`src/rtl/uart_tx_fifo.sv`:
```
// UART transmitter with a small byte FIFO, back-to-back 8N1 frames.
// Define UART_TX_PARITY_EN for 8E1 framing with an even parity bit.
module uart_tx_fifo #(
  parameter int CLK_HZ = 25000000,
  parameter int BAUD   = 115200,
  parameter int DIV    = (CLK_HZ + BAUD / 2) / BAUD,
  parameter int DEPTH  = 4
) (
  input  logic                     clk,
  input  logic                     reset,
  input  logic [7:0]               tx_data,
  input  logic                     tx_valid,
  output logic                     tx_ready,
  output logic                     txd,
  output logic                     busy,
  output logic [$clog2(DEPTH):0]   fifo_count
);

  localparam int AW = $clog2(DEPTH);
  localparam int CW = AW + 1;
  localparam logic [15:0] DIV_M1 = 16'(DIV - 1);

  typedef enum logic [2:0] {
    S_IDLE,
    S_START,
    S_DATA,
    S_STOP
`ifdef UART_TX_PARITY_EN
    , S_PARITY
`endif
  } state_t;

  state_t        state_q, state_d;
  logic [15:0]   cnt_q, cnt_d;
  logic [2:0]    bit_q, bit_d;
  logic [7:0]    shf_q, shf_d;
  logic          txd_q, txd_d;
  logic [AW-1:0] wr_q, wr_d;
  logic [AW-1:0] rd_q, rd_d;
  logic [CW-1:0] count_q, count_d;
  logic [7:0]    mem_q [DEPTH];

  logic push;
  logic pop;
  logic done;
  logic nonempty;

  assign tx_ready   = (count_q != CW'(DEPTH));
  assign push       = tx_valid & tx_ready;
  assign nonempty   = (count_q != '0);
  assign done       = (cnt_q == '0);
  assign txd        = txd_q;
  assign busy       = (state_q != S_IDLE) | nonempty;
  assign fifo_count = count_q;

  always_comb begin
    state_d = state_q;
    cnt_d   = done ? cnt_q : cnt_q - 16'd1;
    bit_d   = bit_q;
    shf_d   = shf_q;
    txd_d   = txd_q;
    pop     = 1'b0;
    unique case (state_q)
      S_IDLE: begin
        txd_d = 1'b1;
        if (nonempty) begin
          pop     = 1'b1;
          shf_d   = mem_q[rd_q];
          state_d = S_START;
          cnt_d   = DIV_M1;
          txd_d   = 1'b0;
        end
      end
      S_START: begin
        if (done) begin
          state_d = S_DATA;
          cnt_d   = DIV_M1;
          bit_d   = 3'd0;
          txd_d   = shf_q[0];
        end
      end
      S_DATA: begin
        if (done) begin
          cnt_d = DIV_M1;
          if (bit_q == 3'd7) begin
`ifdef UART_TX_PARITY_EN
            state_d = S_PARITY;
            txd_d   = ^shf_q;
`else
            state_d = S_STOP;
            txd_d   = 1'b1;
`endif
          end else begin
            bit_d = bit_q + 3'd1;
            txd_d = shf_q[bit_q + 3'd1];
          end
        end
      end
`ifdef UART_TX_PARITY_EN
      S_PARITY: begin
        if (done) begin
          state_d = S_STOP;
          cnt_d   = DIV_M1;
          txd_d   = 1'b1;
        end
      end
`endif
      S_STOP: begin
        if (done) begin
          // Chain straight into the next start bit when data is waiting
          if (nonempty) begin
            pop     = 1'b1;
            shf_d   = mem_q[rd_q];
            state_d = S_START;
            cnt_d   = DIV_M1;
            txd_d   = 1'b0;
          end else begin
            state_d = S_IDLE;
            txd_d   = 1'b1;
          end
        end
      end
      default: begin
        state_d = S_IDLE;
        txd_d   = 1'b1;
      end
    endcase
  end

  always_comb begin
    wr_d    = push ? wr_q + 1'b1 : wr_q;
    rd_d    = pop ? rd_q + 1'b1 : rd_q;
    count_d = count_q;
    unique case ({push, pop})
      2'b10:   count_d = count_q + CW'(1);
      2'b01:   count_d = count_q - CW'(1);
      default: count_d = count_q;
    endcase
  end

  always_ff @(posedge clk or posedge reset) begin
    if (reset) begin
      state_q <= S_IDLE;
      cnt_q   <= '0;
      bit_q   <= '0;
      shf_q   <= '0;
      txd_q   <= 1'b1;
      wr_q    <= '0;
      rd_q    <= '0;
      count_q <= '0;
    end else begin
      state_q <= state_d;
      cnt_q   <= cnt_d;
      bit_q   <= bit_d;
      shf_q   <= shf_d;
      txd_q   <= txd_d;
      wr_q    <= wr_d;
      rd_q    <= rd_d;
      count_q <= count_d;
    end
  end

  always_ff @(posedge clk) begin
    if (push) mem_q[wr_q] <= tx_data;
  end

endmodule

```
`config.mk`:
```
export PLATFORM = sky130hd
export DESIGN_NAME = uart_tx_fifo
export DESIGN_NICKNAME = d
export VERILOG_FILES = /design/src/rtl/uart_tx_fifo.sv
export SDC_FILE = /design/constraint.sdc
export NUM_CORES = 1
export LEC_CHECK = 0
export ABC_AREA = 0
export ABC_CLOCK_PERIOD_IN_PS = 3200
export BUFFER_PORTS_ARGS = -buffer_cell sky130_fd_sc_hd__buf_4
export CELL_PAD_IN_SITES_DETAIL_PLACEMENT = 1
export CELL_PAD_IN_SITES_GLOBAL_PLACEMENT = 2
export CORE_MARGIN = 2
export CORE_UTILIZATION = 39
export DETAILED_ROUTE_END_ITERATION = 10
export PLACE_DENSITY = 0.84
export SETUP_SLACK_MARGIN = 0.2
export SLEW_MARGIN = 25
export SYNTH_ARGS = -nofsm -noshare
export SYNTH_HDL_FRONTEND = slang
export SYNTH_SLANG_ARGS = --single-unit
```
`constraint.sdc`:
```
create_clock -name clk -period 3.2 [get_ports clk]
set_input_delay 0.32 -clock clk [delete_from_list [all_inputs] [get_ports clk]]
set_output_delay 0.32 -clock clk [all_outputs]
set_load 0.01 [all_outputs]
```
; Word level (Yosys, flattened, before mapping)
; Memory sizes are Yosys's and may differ from the RTL's.
; Cells that the tools add are included.
; Widths: inputs -> output; s select.
[word_totals]
rom_bits = 0
memories = 1
output_inout_bits = 6
latch_bits = 0
word_cells = 76
reg_bits = 38
mem_bits_rw = 32
[op_classes]
order_cmp = 1
eq_ne = 13
n_mux = 33
n_reduce_logical = 12
shifts = 0
div_mod_pow = 0
add_sub_neg = 6
bitwise_logic = 2
n_mul = 0
[mem_list]
columns = memory, words, word_bits, rd, rd_ports_with_merged_regs, wr, line
row1 = mem_q, 4, 8, 1, 0, 1, 41  ; logic [7:0] mem_q [DEPTH];
[op_table]
columns = cell, count
row1 = $mux 16, 4
row2 = $pmux 16 s3, 1
row3 = $mux 3, 8
row4 = $logic_not 16->1, 1
row5 = $mux 8, 2
row6 = $pmux 8 s2, 1
row7 = $sub 16x1->16 const B, 1
row8 = $ne 2x2->1 const B, 6
row9 = $pmux 3 s2, 2
row10 = $pmux 3 s4, 1
row11 = $mux 1, 11
row12 = $add 3x1->3 const B, 2
row13 = $eq 3x2->1 const B, 2
row14 = $reduce_bool 2->1, 3
row15 = $reduce_bool 3->1, 2
row16 = $reduce_and 5->1, 1
row17 = $add 2x1->2 const B, 2
row18 = $lt 3x4->1 const B, 1
row19 = $pmux 1 s4, 1
row20 = $reduce_and 4->1, 1
row21 = $bmux 1 s3, 1
row22 = $eq 3x1->1 const B, 1
row23 = $eq 3x3->1 const B, 1
row24 = $logic_not 3->1, 1
row25 = 10 further kinds, 10

; Logic depth before layout (Yosys ltp)
; Gate-level depths: netlist of run 1.
[logic_depth]
ltp_word = 6
ltp_mapped = 13
ltp_nobuf = 12

; Worst setup path before layout of run 1
; No wires, ideal clock.
[synth_timing]
path_type = register to register
from = register cnt_q[0]
to = register count_q[2], in the netlist fifo_count[2]
synth_period_minus_slack_ns = 3.069
t_arrival_ns = 2.990
path_stages_with_launch = 14
setup_time_ns = 0.079
slack_ns = 0.131
required_time_ns = 3.121
path_cell_list = dfrtp_1 > inv_1 > ha_1 > or4b_1 > clkbuf_1 > nor4_4 > a21oi_1 > nor3_2 > ha_1 > inv_1 > fa_1 > xor2_1 > nor2_1 > xor2_1
[synth_between]
elab_chain_len = 5
word_cells_on_any_way = 7
classes_between = eq/ne: 2 / mux: 3 / reduce/logical: 2
[synth_rtl]
columns = item, line
row1 = from (decl), 34  ; logic [15:0] cnt_q, cnt_d;
row2 = from (signal assigned), 153  ; cnt_q <= cnt_d;
row3 = $logic_not 16->1 *, 51  ; assign done = (cnt_q == '0);
row4 = $mux 1 *, 109  ; if (done) begin
row5 = $pmux 1 s2 *, 63  ; unique case (state_q)
row6 = named net pop, 44  ; logic pop;
row7 = $eq 2x1->1 or $eq 2x2->1 (tied branches), 134  ; unique case ({push, pop})
row8 = $pmux 3 s2 or $reduce_bool 2->1 (tied branches), n/a
row9 = to (signal assigned), 159  ; count_q <= count_d;
row10 = to (decl), 40  ; logic [CW-1:0] count_q, count_d;
; The timed path passes the listed nets; every way through them passes the cells marked *.
; A chain may end at the register's enable or synchronous reset.

; Worst setup path in the final report of run 1
; Ends and elaborated chain as after synthesis.

==> impl_metrics.json, run 1 <==
{
  "die-width_um": 97.0,
  "grt_max_degree": 38,
  "grt_pass1_vias": 2211,
  "worst_slew_pin_slew_ns": 0.569,
  "dpl_cell_area_um2": 3630,
  "end_kind": "register",
  "ctsHoldBuffers": 0,
  "synth_top_family_by_area": "simple AND/OR/NAND/NOR gates",
  "place.gp.congestion": 0.821,
  "io_buffers": 16,
  "routed_wl_mm": 7.07,
  "r2r-start": "cnt_q[0]",
  "leakage_nw": 1.54,
  "synth_edf_count": 32,
  "maxCapViolCount": 0,
  "ant_nets": 0,
  "wl_met3_um": 244,
  "final.min_clock_period_ns": 2.97,
  "initial_core_util": 0.406,
  "p_comb_frac": 0.158,
  "drive_gt1_frac": 0.293,
  "htree_num_levels": 3,
  "crit_fanout": 6,
  "synth_xor_area_frac": 0.0364,
  "status": "finished clean",
  "finalSetupViolCount": 0,
  "viasPerCell": 5.44,
  "synth_compound_area_frac": 0.0702,
  "wl_per_cell_um": 17.7,
  "p_int_w": 0.00149,
  "reg2reg_depth": 12,
  "maxSlewHeadroom": 0.621,
  "syn_area_per_cell_um2": 12.8,
  "cts_buffer_depth": 2,
  "fp-row-count": 33,
  "crit_start": "cnt_q[0]",
  "final_area_um2": 3880,
  "hp-class": "primary input to async pin",
  "overflow": 0,
  "cts_inserted_buffers": 9,
  "firstDrtPassIters": 4,
  "num_vias": 2169,
  "final_cell_mix": "dfrtp_1 (36), edfxtp_1 (32), buf_4 (27), nor2_1 (19), mux2_2 (13)",
  "ys.flop_type": "dfrtp_1",
  "fin_cells": 399,
  "slew_violations": 0,
  "hold_violations": 0,
  "timing.hold.ws_ns": 0.0897,
  "syn_inst": 263,
  "post-route-util": 0.467,
  "ys_ff_latch": 69,
  "pin_count": 17,
  "drc": 0,
  "antenna_found_initial": 0,
  "synthSimpleGateAreaFrac": 0.129,
  "cp.required_ns": 3.48,
  "clkPwrFrac": 0.319,
  "ys_seq_area_frac": 0.560,
  "startpoint_type": "register",
  "r2r_setup_slack_ns": 0.23,
  "routed.top_layer": "met4",
  "final_nets": 314,
  "critPathKind": "register to register",
  "finClkSkew_ns": 0.00990,
  "cts_tree": "done",
  "yosysUniqueCellTypes": 48,
  "clockRootBuffer": "clkbuf_8",
  "grt_pass1_wl_mm": 11.7,
  "core_area_um2": 8300,
  "yosys-top-cells-area": "edfxtp_1 (29%), dfrtp_1 (27%), mux4_2 (6.7%), ha_1 (4.8%), mux2_2 (4.3%)",
  "cp.arrival_ns": 3.25,
  "syn_nets": 288,
  "fmax_mhz": 337,
  "yosysWarningCount": 0,
  "power_density_nw_per_um2": 550,
  "drt-met1-wl_mm": 3.47,
  "seq_power_share": 0.523,
  "yosysTopAreaCell": "edfxtp_1",
  "synth_adder_area_share": 0.0542,
  "power.share.switching": 0.300,
  "p_sw_w": 0.000639,
  "synth.top_cell.area_share": 0.285,
  "dp_hpwl_mm": 5.00,
  "diodes": 0,
  "mostFrequentLayoutCell": "dfrtp_1",
  "syn2layout_area_growth_pct": 15.1,
  "grt_usage": 0.161,
  "timing.rr.end": "fifo_count[2]",
  "synthArstFlopShare": 0.536,
  "dieArea_um2": 9400,
  "min_period_over_period": 0.928,
  "chipHeight_um": 97.0,
  "irDropWorstVdd_v": 0.000424,
  "critPathCapture": "fifo_count[2]",
  "clock_latency_ns": 0.36,
  "rsz0062_at_grt": "yes",
  "fill_cells": 846,
  "dpl.cell_count": 379,
  "clock-sinks": 69,
  "clkTransAtPathRegs_ns": 0.08,
  "dr_wl_met2_mm": 3.26,
  "final.setup.tns_ns": 0,
  "drtIter0Drc": 87,
  "syn_area_um2": 3370,
  "muxShareOfSynthArea": 0.120
}
## power groups by stage
stage | Sequential [W] | Clock [W] | Combinational, W
floorplan | 0.00112 | 0 | 0.000201
global placement | 0.00112 | 0 | 0.000324
detailed placement | 0.00113 | 0 | 0.000333
CTS | 0.00112 | 0.000696 | 0.000340
global route | 0.00113 | 0.000735 | 0.000377
finish | 0.00112 | 0.000680 | 0.000338
## worst max-delay path: stages, from the launching register on
cell	delay [ns]
dfrtp_1	0.40
inv_2	0.09
ha_4	0.14
or4b_4	0.52
nor4_4	0.35
a21oi_2	0.11
nor3_2	0.24
ha_2	0.22
inv_1	0.05
fa_2	0.34
xor2_1	0.16
nor2_1	0.13
xor2_1	0.15
## area by class of cell
class | instances | area, um2 | share of cell area
inverters | 14 | 52.6 | 0.0135
repair buffers | 27 | 203 | 0.0523
well taps | 105 | 131 | 0.0339
multi-input cells | 168 | 1420 | 0.365
flip-flops and latches | 69 | 1890 | 0.487
clock buffers | 9 | 124 | 0.0319
clock inverters | 7 | 65.1 | 0.0168
## timing repair
item,in CTS,in global routing
endpoints found under the setup margin,1,1
setup buffers,0,4
pin swaps,0,6
resized for setup,1,9
## per-layer routing
layer,GRT usage,vias up
met1,0.223,1110
met4,0.0672,0
met2,0.240,32
met3,0.0426,8
met5,0,-
li1,-,1019
## synthesized netlist by cell type (all sizes together), types with 9 or more instances
cell	n
nor2	20
nand2	12
o21ai	11
ha	13
inv	14
dfrtp	36
mux4	10
mux2	13
nor4	9
xnor2	9
edfxtp	32
## worst min path at each step
stage	startpoint	endpoint	slack (ns)	cells after the start
6_report	reset	bit_q[0]	0.09	3
5_1_grt	reset	bit_q[1]	0.13	3
4_1_cts	reset	bit_q[1]	0.1	3
3_5_place_dp	reset	bit_q[1]	0.48	3
3_3_place_gp	reset	bit_q[1]	0.48	3
2_1_floorplan	tx_data[0]	mem_q[0][0]	0.42	0
## through the flow
stage | setup WS, ns | total power (W)
final | 0.230 | 0.00213
after global routing | 0.0670 | 0.00224
after CTS | 0.213 | 0.00215
after detailed placement | 0.211 | 0.00147
after global placement | 0.304 | 0.00145
after floorplan | 0.205 | 0.00132
## kinds of logic after synthesis
| kind of cell | Yosys count |
|---|---|
| adders and majority gates | 14 |
| muxes | 26 |
| AOI/OAI and AO/OA | 37 |
| xor gates and xnor gates | 14 |
| buffers and inverters | 26 |
| DFF | 69 |
| and+or+nand+nor | 77 |
## registers in the layout (all words and copies together), names as in the netlist
| signal | count |
|---|---|
| state_q | 2 |
| cnt_q | 16 |
| mem_q | 32 |
| shf_q | 8 |
| fifo_count | 3 |
| wr_q | 2 |
| txd | 1 |
| bit_q | 3 |
| rd_q | 2 |
Note: power is estimated with default switching activity, not from simulation.
==> run 2, diff against run 1 <==
--- a/config.mk
+++ b/config.mk
@@ -11,9 +11,10 @@
 export CELL_PAD_IN_SITES_DETAIL_PLACEMENT = 1
 export CELL_PAD_IN_SITES_GLOBAL_PLACEMENT = 2
 export CORE_MARGIN = 2
-export CORE_UTILIZATION = 39
+export CORE_UTILIZATION = 30
 export DETAILED_ROUTE_END_ITERATION = 10
-export PLACE_DENSITY = 0.84
+export PLACE_DENSITY = 0.69
+export RECOVER_POWER = 100
 export SETUP_SLACK_MARGIN = 0.2
 export SLEW_MARGIN = 25
 export SYNTH_ARGS = -nofsm -noshare
==> run 2 against run 1 <==
  * The flow now finishes with violations (capacitance limit, slew limit)
  * Design area fell by 0.29%
  * Largest power group unchanged
  * Sequential power barely moved
  * Register-to-register slack about the same
==> impl_metrics.json, run 2 (synthesized netlist as in run 1, its figures left out) <==
{
  "startpoint_type": "register",
  "grt_pass1_wl_mm": 12.1,
  "core_area_um2": 10900,
  "firstDrtPassIters": 6,
  "cp.arrival_ns": 3.25,
  "cts_inserted_buffers": 9,
  "clockRootBuffer": "clkbuf_8",
  "final_nets": 315,
  "leakage_nw": 1.49,
  "htree_num_levels": 3,
  "die-width_um": 110,
  "pin_count": 17,
  "final.min_clock_period_ns": 2.98,
  "wl_per_cell_um": 16.6,
  "end_kind": "register",
  "min_period_over_period": 0.931,
  "timing.hold.ws_ns": 0.215,
  "crit_fanout": 6,
  "syn2layout_area_growth_pct": 14.8,
  "mostFrequentLayoutCell": "dfrtp_1",
  "finalSetupViolCount": 0,
  "clkTransAtPathRegs_ns": 0.10,
  "clock-sinks": 69,
  "fill_cells": 1190,
  "critPathKind": "register to register",
  "cts_buffer_depth": 2,
  "drtIter0Drc": 40,
  "place.gp.congestion": 0.738,
  "viasPerCell": 4.97,
  "slew_violations": 38,
  "ctsHoldBuffers": 0,
  "clock_latency_ns": 0.36,
  "hold_violations": 0,
  "overflow": 0,
  "final_cell_mix": "dfrtp_1 (36), edfxtp_1 (32), nor2_1 (19), clkbuf_1 (14)",
  "initial_core_util": 0.309,
  "failed_checks": "capacitance limit, slew limit",
  "io_buffers": 16,
  "final_area_um2": 3870,
  "grt_usage": 0.135,
  "routed_wl_mm": 7.23,
  "power_density_nw_per_um2": 551,
  "fmax_mhz": 335,
  "post-route-util": 0.355,
  "grt_max_degree": 38,
  "hp-class": "primary input to register",
  "maxCapViolCount": 1,
  "num_vias": 2160,
  "finClkSkew_ns": 0.0168,
  "final.setup.tns_ns": 0,
  "dpl_cell_area_um2": 3660,
  "reg_top3": "mem_q: 32 flops, cnt_q: 16 flops, shf_q: 8 flops",
  "maxSlewHeadroom": -0.436,
  "dp_hpwl_mm": 4.86,
  "multiInputGateArea_um2": 1400,
  "dieArea_um2": 12100,
  "antenna_found_initial": 0,
  "ant_nets": 0,
  "worst_slew_pin_slew_ns": 2.15,
  "irDropWorstVdd_v": 0.000256,
  "largest_reg_flops": 32,
  "r2r_setup_slack_ns": 0.22,
  "chipHeight_um": 110,
  "diodes": 0,
  "drc": 0,
  "top_register": "mem_q",
  "rsz0062_at_grt": "yes",
  "cp.required_ns": 3.47,
  "grt_pass1_vias": 2277,
  "cts_tree": "done",
  "status": "finished, violations left",
  "drive_gt1_frac": 0.234,
  "fp-row-count": 38,
  "seqCellArea_um2": 1890
}
==> run 2: cell types whose count changed in the layout (fill, tap and decap cells not counted), sizes merged <==
cell | previous run | this run
clkbuf | 9 | 24
clkinv | 2 | 0
clkinvlp | 1 | 0
inv | 18 | 21
buf | 27 | 13
==> run 2: cell type report <==
type | instances | share of cell area
clock buffer | 9 | 0.0320
tap | 140 | 0.0453
clock inverter | 7 | 0.0178
timing repair buffer | 28 | 0.0408
sequential | 69 | 0.488
inverter | 14 | 0.0136
multi-input combinational | 168 | 0.362
==> run 2: worst paths after layout <==
path | cells after the start | from | end
setup / recovery | 10 | cnt_q[8] | fifo_count[2]
hold / removal | 1 | tx_data[4] | mem_q[0][4]
setup reg to reg | 10 | cnt_q[8] | fifo_count[2]
hold reg to reg | 1 | shf_q[7] | shf_q[7]
max in group asynchronous | 3 | reset | fifo_count[2]
min in group asynchronous | 3 | reset | shf_q[4]
==> run 2: stage by stage <==
step	instances	total power (W)	setup slack [ns]
2_1_floorplan	263	0.00132	0.205
3_5_place_dp	412	0.00147	0.180
5_1_grt	435	0.00226	0.0235
6_report	435	0.00213	0.219
3_3_place_gp	412	0.00146	0.258
4_1_cts	428	0.00220	0.223
==> run 2: power breakdown <==
group,internal [W],switching (W)
clock,0.000309,0.000411
combinational,0.000115,0.000189
sequential,0.00105,0.0000556
==> run 2: worst max-delay path: stages, from the launching register on <==
cell and delay, ns:
dfrtp_1 0.44, or4_1 0.70, nor4_4 0.36, a21oi_2 0.11
nor3_2 0.24, ha_2 0.22, inv_1 0.05, fa_2 0.33
xor2_1 0.15, nor2_1 0.14, xor2_1 0.15
==> run 2: timing repair <==
action,in CTS,in global routing
buffers inserted,0,7
gates cloned,0,0
pin swaps,0,6
endpoints found under the setup margin,1,1
gates resized for setup,3,7
==> run 2: routing by layer <==
| metal | vias to the layer above | part of all wire | wire length [um] | GRT usage |
|---|---|---|---|---|
| met2 | 23 | 0.50 | 3630 | 0.215 |
| met5 | - | 0 | 0 | 0 |
| li1 | 1021 | - | - | - |
| met3 | 8 | 0.022 | 161 | 0.0306 |
| met4 | 0 | 0.015 | 111 | 0.0542 |
| met1 | 1108 | 0.46 | 3340 | 0.178 |
